$ cat src/rtl/master_out_port_pkg.sv
// Shared types and widths for the serial bus master transmit port.
// Burst decoding lives here so the bench-facing meaning of the field is defined once.
package master_out_port_pkg;

  localparam int ADDR_W  = 12;
  localparam int DATA_W  = 8;
  localparam int BURST_W = 13;
  localparam int BEAT_W  = BURST_W;

  typedef enum logic [2:0] {
    IDLE,
    ADDR_REQ,
    ADDR_TX,
    DATA_WAIT,
    DATA_REQ,
    DATA_TX
  } state_t;

  // An enabled burst carries "extra beats" in its upper bits; 4096 beats needs 13 bits.
  function automatic logic [BEAT_W-1:0] beats_from_burst(input logic [BURST_W-1:0] b);
    if (b[0]) begin
      return {1'b0, b[BURST_W-1:1]} + BEAT_W'(1);
    end
    return BEAT_W'(1);
  endfunction

endpackage

$ cat src/rtl/master_out_port_if.sv
// Serial bus between the master transmit port and the slave receive port.
interface master_out_port_if;
  import master_out_port_pkg::*;

  logic               m_valid;
  logic               s_ready;
  logic               tx_address;
  logic               tx_data;
  logic               read_enable;
  logic               write_enable;
  logic [BURST_W-1:0] burst;
  logic               tx_done;

  modport master (
    output m_valid, tx_address, tx_data, read_enable, write_enable, burst, tx_done,
    input  s_ready
  );

  modport slave (
    input  m_valid, tx_address, tx_data, read_enable, write_enable, burst, tx_done,
    output s_ready
  );

endinterface

$ cat src/rtl/master_out_port_piso_shift.sv
// Parallel-in serial-out register, LSB first, with a bit counter flagging the last bit.
module master_out_port_piso_shift #(
  parameter int W = 8
) (
  input  logic         clk,
  input  logic         rstn,
  input  logic         load,
  input  logic [W-1:0] din,
  input  logic         shift,
  output logic         dout,
  output logic         done
);

  localparam int CW = $clog2(W);

  logic [W-1:0]  sreg;
  logic [CW-1:0] cnt;

  // Load wins over shift so a fresh word always restarts at bit 0.
  always_ff @(posedge clk or negedge rstn) begin
    if (!rstn) begin
      sreg <= '0;
      cnt  <= '0;
    end else if (load) begin
      sreg <= din;
      cnt  <= '0;
    end else if (shift) begin
      sreg <= sreg >> 1;
      cnt  <= cnt + CW'(1);
    end
  end

  assign dout = sreg[0];
  assign done = (cnt == CW'(W - 1));

endmodule

$ cat src/rtl/master_out_port.sv
// Transmit side of the serial bus: takes a command plus write bytes and serialises
// the address and data LSB-first under an m_valid/s_ready handshake.
module master_out_port
  import master_out_port_pkg::*;
(
  input  logic               clk,
  input  logic               rstn,
  input  logic               cmd_valid,
  output logic               cmd_ready,
  input  logic [ADDR_W-1:0]  cmd_addr,
  input  logic               cmd_write,
  input  logic [BURST_W-1:0] cmd_burst,
  input  logic [DATA_W-1:0]  wdata,
  input  logic               wdata_valid,
  output logic               wdata_ready,
  output logic               busy,
  master_out_port_if.master  bus
);

  state_t state, next_state;

  logic [ADDR_W-1:0]  addr_q;
  logic               wr_q;
  logic [BURST_W-1:0] burst_q;
  logic [BEAT_W-1:0]  beats_q;
  logic [BEAT_W-1:0]  beat_cnt;
  logic [BEAT_W-1:0]  beat_next;
  logic               tx_done_q;

  logic addr_bit, addr_done, data_bit, data_done;
  logic handshake, addr_load, addr_shift, data_load, data_shift;
  logic last_addr, last_data, more_beats;

  // s_ready only matters in the two request states; elsewhere it is ignored.
  assign handshake  = ((state == ADDR_REQ) || (state == DATA_REQ)) && bus.s_ready;
  assign addr_load  = (state == IDLE) && cmd_valid;
  assign addr_shift = ((state == ADDR_REQ) && handshake) || (state == ADDR_TX);
  assign data_load  = (state == DATA_WAIT) && wdata_valid;
  assign data_shift = ((state == DATA_REQ) && handshake) || (state == DATA_TX);
  assign last_addr  = (state == ADDR_TX) && addr_done;
  assign last_data  = (state == DATA_TX) && data_done;
  assign beat_next  = beat_cnt + BEAT_W'(1);
  assign more_beats = (beat_next < beats_q);

  master_out_port_piso_shift #(.W(ADDR_W)) u_addr_piso (
    .clk   (clk),
    .rstn  (rstn),
    .load  (addr_load),
    .din   (cmd_addr),
    .shift (addr_shift),
    .dout  (addr_bit),
    .done  (addr_done)
  );

  master_out_port_piso_shift #(.W(DATA_W)) u_data_piso (
    .clk   (clk),
    .rstn  (rstn),
    .load  (data_load),
    .din   (wdata),
    .shift (data_shift),
    .dout  (data_bit),
    .done  (data_done)
  );

  always_ff @(posedge clk or negedge rstn) begin
    if (!rstn) begin
      state <= IDLE;
    end else begin
      state <= next_state;
    end
  end

  always_comb begin
    next_state = state;
    unique case (state)
      IDLE:      if (cmd_valid)   next_state = ADDR_REQ;
      ADDR_REQ:  if (handshake)   next_state = ADDR_TX;
      ADDR_TX:   if (addr_done)   next_state = wr_q ? DATA_WAIT : IDLE;
      DATA_WAIT: if (wdata_valid) next_state = DATA_REQ;
      DATA_REQ:  if (handshake)   next_state = DATA_TX;
      DATA_TX:   if (data_done)   next_state = more_beats ? DATA_WAIT : IDLE;
      default:                    next_state = IDLE;
    endcase
  end

  // Serial lines are forced low outside their own phase so the slave never sees stale bits.
  always_comb begin
    bus.m_valid    = 1'b0;
    bus.tx_address = 1'b0;
    bus.tx_data    = 1'b0;
    wdata_ready    = 1'b0;
    cmd_ready      = (state == IDLE);
    busy           = (state != IDLE);
    unique case (state)
      ADDR_REQ: begin
        bus.m_valid    = 1'b1;
        bus.tx_address = addr_bit;
      end
      ADDR_TX:   bus.tx_address = addr_bit;
      DATA_WAIT: wdata_ready = 1'b1;
      DATA_REQ: begin
        bus.m_valid = 1'b1;
        bus.tx_data = data_bit;
      end
      DATA_TX:   bus.tx_data = data_bit;
      default: ;
    endcase
    bus.read_enable  = busy && !wr_q;
    bus.write_enable = busy && wr_q;
    bus.burst        = busy ? burst_q : '0;
    bus.tx_done      = tx_done_q;
  end

  // tx_done is registered, so it lands the cycle after a beat's final bit.
  always_ff @(posedge clk or negedge rstn) begin
    if (!rstn) begin
      addr_q    <= '0;
      wr_q      <= 1'b0;
      burst_q   <= '0;
      beats_q   <= '0;
      beat_cnt  <= '0;
      tx_done_q <= 1'b0;
    end else begin
      tx_done_q <= (last_addr && !wr_q) || last_data;
      if (addr_load) begin
        addr_q   <= cmd_addr;
        wr_q     <= cmd_write;
        burst_q  <= cmd_burst;
        beats_q  <= beats_from_burst(cmd_burst);
        beat_cnt <= '0;
      end else if (last_data) begin
        beat_cnt <= beat_next;
        if (more_beats) begin
          addr_q <= addr_q + ADDR_W'(1);
        end
      end
    end
  end

endmodule
$ cat src/flat_wrapper.sv
// flat-port wrapper written by rule: the top's interface ports become plain ports
module master_out_port_flat import master_out_port_pkg::*;
  (clk, rstn, cmd_valid, cmd_ready, cmd_addr, cmd_write, cmd_burst, wdata, wdata_valid, wdata_ready, busy, bus_m_valid, bus_tx_address, bus_tx_data, bus_read_enable, bus_write_enable, bus_burst, bus_tx_done, bus_s_ready);
  master_out_port_if bus_i ();
  input  logic clk;
  input  logic rstn;
  input  logic cmd_valid;
  output logic cmd_ready;
  input  logic [ADDR_W-1:0] cmd_addr;
  input  logic cmd_write;
  input  logic [BURST_W-1:0] cmd_burst;
  input  logic [DATA_W-1:0] wdata;
  input  logic wdata_valid;
  output logic wdata_ready;
  output logic busy;
  output wire logic [$bits(bus_i.m_valid)-1:0] bus_m_valid;
  output wire logic [$bits(bus_i.tx_address)-1:0] bus_tx_address;
  output wire logic [$bits(bus_i.tx_data)-1:0] bus_tx_data;
  output wire logic [$bits(bus_i.read_enable)-1:0] bus_read_enable;
  output wire logic [$bits(bus_i.write_enable)-1:0] bus_write_enable;
  output wire logic [$bits(bus_i.burst)-1:0] bus_burst;
  output wire logic [$bits(bus_i.tx_done)-1:0] bus_tx_done;
  input wire logic [$bits(bus_i.s_ready)-1:0] bus_s_ready;
  assign bus_m_valid = bus_i.m_valid;
  assign bus_tx_address = bus_i.tx_address;
  assign bus_tx_data = bus_i.tx_data;
  assign bus_read_enable = bus_i.read_enable;
  assign bus_write_enable = bus_i.write_enable;
  assign bus_burst = bus_i.burst;
  assign bus_tx_done = bus_i.tx_done;
  assign bus_i.s_ready = bus_s_ready;
  master_out_port u_core (.clk(clk), .rstn(rstn), .cmd_valid(cmd_valid), .cmd_ready(cmd_ready), .cmd_addr(cmd_addr), .cmd_write(cmd_write), .cmd_burst(cmd_burst), .wdata(wdata), .wdata_valid(wdata_valid), .wdata_ready(wdata_ready), .busy(busy), .bus(bus_i));
endmodule
$ cat config.mk
export PLATFORM = sky130hd
export DESIGN_NAME = master_out_port_flat
export DESIGN_NICKNAME = d
export VERILOG_FILES = /design/src/rtl/master_out_port_pkg.sv /design/src/rtl/master_out_port_if.sv /design/src/rtl/master_out_port_piso_shift.sv /design/src/rtl/master_out_port.sv /design/src/flat_wrapper.sv
export SDC_FILE = /design/constraint.sdc
export NUM_CORES = 1
export LEC_CHECK = 0
export ABC_CLOCK_PERIOD_IN_PS = 6300
export CAP_MARGIN = 25
export CORE_ASPECT_RATIO = 1.5
export CORE_MARGIN = 4
export CORE_UTILIZATION = 48
export DETAILED_ROUTE_END_ITERATION = 7
export PLACE_DENSITY = 0.69
export SLEW_MARGIN = 20
export SYNTH_ARGS = -nofsm -noshare
export SYNTH_HDL_FRONTEND = slang
export SYNTH_SLANG_ARGS = --single-unit
$ cat constraint.sdc
create_clock -name clk -period 6.3 [get_ports clk]
set_clock_uncertainty 0.1 [all_clocks]
set_input_delay 0.63 -clock clk [delete_from_list [all_inputs] [get_ports clk]]
set_output_delay 0.63 -clock clk [all_outputs]
set_load 0.01 [all_outputs]
==> metrics.md <==
| Metric | Value |
|---|---|
| Largest net degree at the start of global routing | `72` |
| Final Critical Period | `3.10 ns` |
| Initial Util | `49.4%` |
| Outcome | `finished clean` |
| Gate power share | `38.1%` |
| Multi-input logic area | `0.00200 mm^2` |
| Filler cells | `687` |
| Achievable frequency | `323 MHz` |
| Final-report setup violation count | `0` |
| # port buffers | `60` |
| HP Class | `input port to asynchronous set/reset pin` |
| Total gr overflow | `0` |
| Routed length on met3 | `380 um` |
| Root Buffer | `clkbuf_16` |
| Dpl hpwl | `6310 um` |
| Std cell rows | `40` |
| Crit path max fanout | `14` |
| Register-to-Register Path Depth | `5` |
| Post-synthesis area per instance | `9.34 um^2` |
| Minimum hold slack | `0.368 ns` |
| CTS H-Tree Depth | `3` |
| First-pass iteration count of the detailed router | `4` |
| CP arrival | `2.37 ns` |
| Pwr dens | `419 mW/mm^2` |
| NetSw | `705 uW` |
| Cells after synthesis | `426` |
| CTS Hold Bufs | `0` |
| Metal-1 WL | `3570 um` |
| Area growth syn-to-layout | `23.6%` |
| #FFs+latches synth | `71` |
| Reg area | `0.00178 mm^2` |
| GP Congestion | `0.785` |
| First-pass GRT wire length | `14,700 um` |
| CTS Buf Count | `9` |
| Tcrit/Tclk final | `49.1%` |
| ANT nets after route | `0` |
| Met2 wire length | `4560 um` |
| Measured slew at the worst slew-check pin | `0.992 ns` |
| Latest clock arrival within the worst-skew pair | `0.34 ns` |
| Final Hold Fails | `0` |
| Register area share after synthesis | `44.7%` |
| Via density | `5.38` |
| Largest area contributor in the netlist | `dfrtp_1` |
| Startpoint types | `flip-flop` |
| Die Y | `120 um` |
| Peak VDD IR | `0.321 mV` |
| CTS Sinks | `71` |
| R2R Path Start | `u_core.state[2]$_DFFE_PN0P_` |
| Post-synth EDFFs | `0` |
| Share of cells above drive strength 1 | `5.60%` |
| Seq pwr share | `35.5%` |
| Chip width | `82.3 um` |
| Top_reg_cell synth | `dfrtp_1` |
| Synth top area share | `44.7%` |
| Avg WL per Cell | `14.8 um` |
| Slew HR | `33.7%` |
| CP endpoint kind | `output pin` |
| MaxCap Viol Count | `0` |
| Top Ports | `61` |
| DRT iter0 DRCs | `157` |
| Synthesis Warnings | `0` |
| Core Region | `0.00806 mm^2` |
| Leakage power | `2.26 nW` |
| Max Used Layer | `met4` |
| Slew Viols, Final | `0` |
| Postcts setup bufs | `0` |
| Nets | `535` |
| Die ar. | `0.00984 mm^2` |
| Fraction of registers with async set/reset | `100%` |
| # DRC | `0` |
| Clock share of power | `26.3%` |
| Final WL | `8710 um` |
| Most frequent cell after synthesis | `nand2_1` |
| Post-cts sizing count | `0` |
| Cell Int Power | `1.36 mW` |
| Initial antenna violation count | `0` |
| CTS tree | `done` |
| Clock-pin slew on the worst setup and hold paths | `0.05 ns` |
| Sw frac | `34.2%` |
| Clock Tree Buf Depth | `2` |
| Worst Path Required | `5.57 ns` |
| Unrepaired setup endpoints after global routing | `no` |
| Net Count, Synth | `483` |
| Critical Path Start | `u_core.state[2]$_DFFE_PN0P_` |
| Commonest cells post-synth | `82 x nand2_1, 71 x dfrtp_1, 28 x o21ai_1, 19 x mux2i_1, 19 x nor2_1` |
| Vias in the first global route | `3,154` |
| Worst Path Class, Setup | `flip-flop to output pin` |
| Via count | `3,160` |
| Cell variety after synth | `49` |
| Setup TNS | `0 ns` |
| Total track usage | `19.4%` |
| Syn Std Cell Area | `0.00398 mm^2` |
| Synth area leaders | `dfrtp_1 45%, nand2_1 7.7%, ha_1 5.7%, mux2i_1 4.8%, o21ai_1 3.5%` |
| Ant diodes | `0` |
[flip-flops by register name (all words and copies together), names as in the netlist]
signal and flops:
u_core.burst_q 13, u_core.u_addr_piso.sreg 12, u_core.u_data_piso.sreg 8, u_core.wr_q 1, u_core.bus.tx_done 1, u_core.u_data_piso.cnt 3
u_core.beats_q 13, u_core.u_addr_piso.cnt 4, u_core.beat_cnt 13, u_core.state 3
[placed cells by master (no fill, tap or decap), types with 2 or more instances in the layout]
cell type	n
nand2b_1	4
clkdlybuf4s50_1	59
nand3b_1	4
bufinv_16	2
a21oi_1	10
nor2b_1	14
o31ai_1	4
nand2_1	82
nand4_1	4
o22ai_1	9
a41o_1	5
clkbuf_16	9
xnor2_1	14
nor3b_1	2
nand3_1	14
inv_1	18
xor2_1	13
and3_1	13
mux2i_1	19
buf_4	3
and2_1	4
a31oi_1	3
o21ai_1	28
and2b_1	2
o21ai_0	6
a211oi_1	2
dfrtp_1	71
nor2_1	19
and4_1	3
ha_1	18
[through the flow]
step	instances	total power, mW	instance area (um^2)	util (%)	setup WS, ns
after global routing	587	2.21	4920	61.1	3.09
after global placement	571	1.50	4590	57.0	2.81
after CTS	586	2.08	4910	61.0	2.77
final	587	2.06	4920	61.1	3.20
after floorplan	426	1.25	3980	-	4.00
after detailed placement	571	1.53	4590	57.0	2.76
[worst paths after layout]
check	endpoint	slack, ns
max	bus_tx_data	3.20
min	u_core.beats_q[1]$_DFFE_PN0P_	0.37
max reg2reg	u_core.beat_cnt[4]$_DFFE_PN0P_	3.40
min reg2reg	u_core.burst_q[10]$_DFFE_PN0P_	0.37
max in group asynchronous	u_core.state[2]$_DFFE_PN0P_	5.10
min in group clk	u_core.burst_q[10]$_DFFE_PN0P_	0.37
[power by group through the flow]
stage          registers (mW)  clock network (mW)  logic (mW)
2_1_floorplan           0.686                   0       0.568
3_3_place_gp            0.732                   0       0.771
3_5_place_dp            0.740                   0       0.789
4_1_cts                 0.733               0.553       0.796
5_1_grt                 0.755               0.575       0.884
6_report                0.733               0.543       0.787
[final cells by class]
type | count | share of cell area, %
Tap cell | 105 | 2.67
Multi-Input combinational cell | 314 | 40.7
Timing Repair Buffer | 63 | 12.6
Inverter | 19 | 1.45
Clock inverter | 5 | 1.65
Clock buffer | 10 | 4.86
Sequential cell | 71 | 36.1
[per-layer routing]
layer	vias to the layer above	GRT usage (%)
met1	1505	23.1
li1	1574	-
met2	67	32.1
met3	14	5.03
met5	-	0
met4	0	8.73
[worst max-delay path, cell delays in order, from the launching register on]
cell             delay [ns]
dfrtp_1                0.66
nor2b_1                0.62
and2_1                 0.22
clkdlybuf4s50_1        0.54
[cells by family after synthesis]
logic type | count (synthesis) | share of synthesized area [%]
xor+xnor | 27 | 5.94
simple gates | 171 | 21.0
buf+inv | 41 | 5.03
flops | 71 | 44.7
mux | 20 | 5.06
fa+ha+maj | 18 | 5.66
compound gates | 78 | 12.6
No activity file was read; power rests on OpenSTA's default activity.
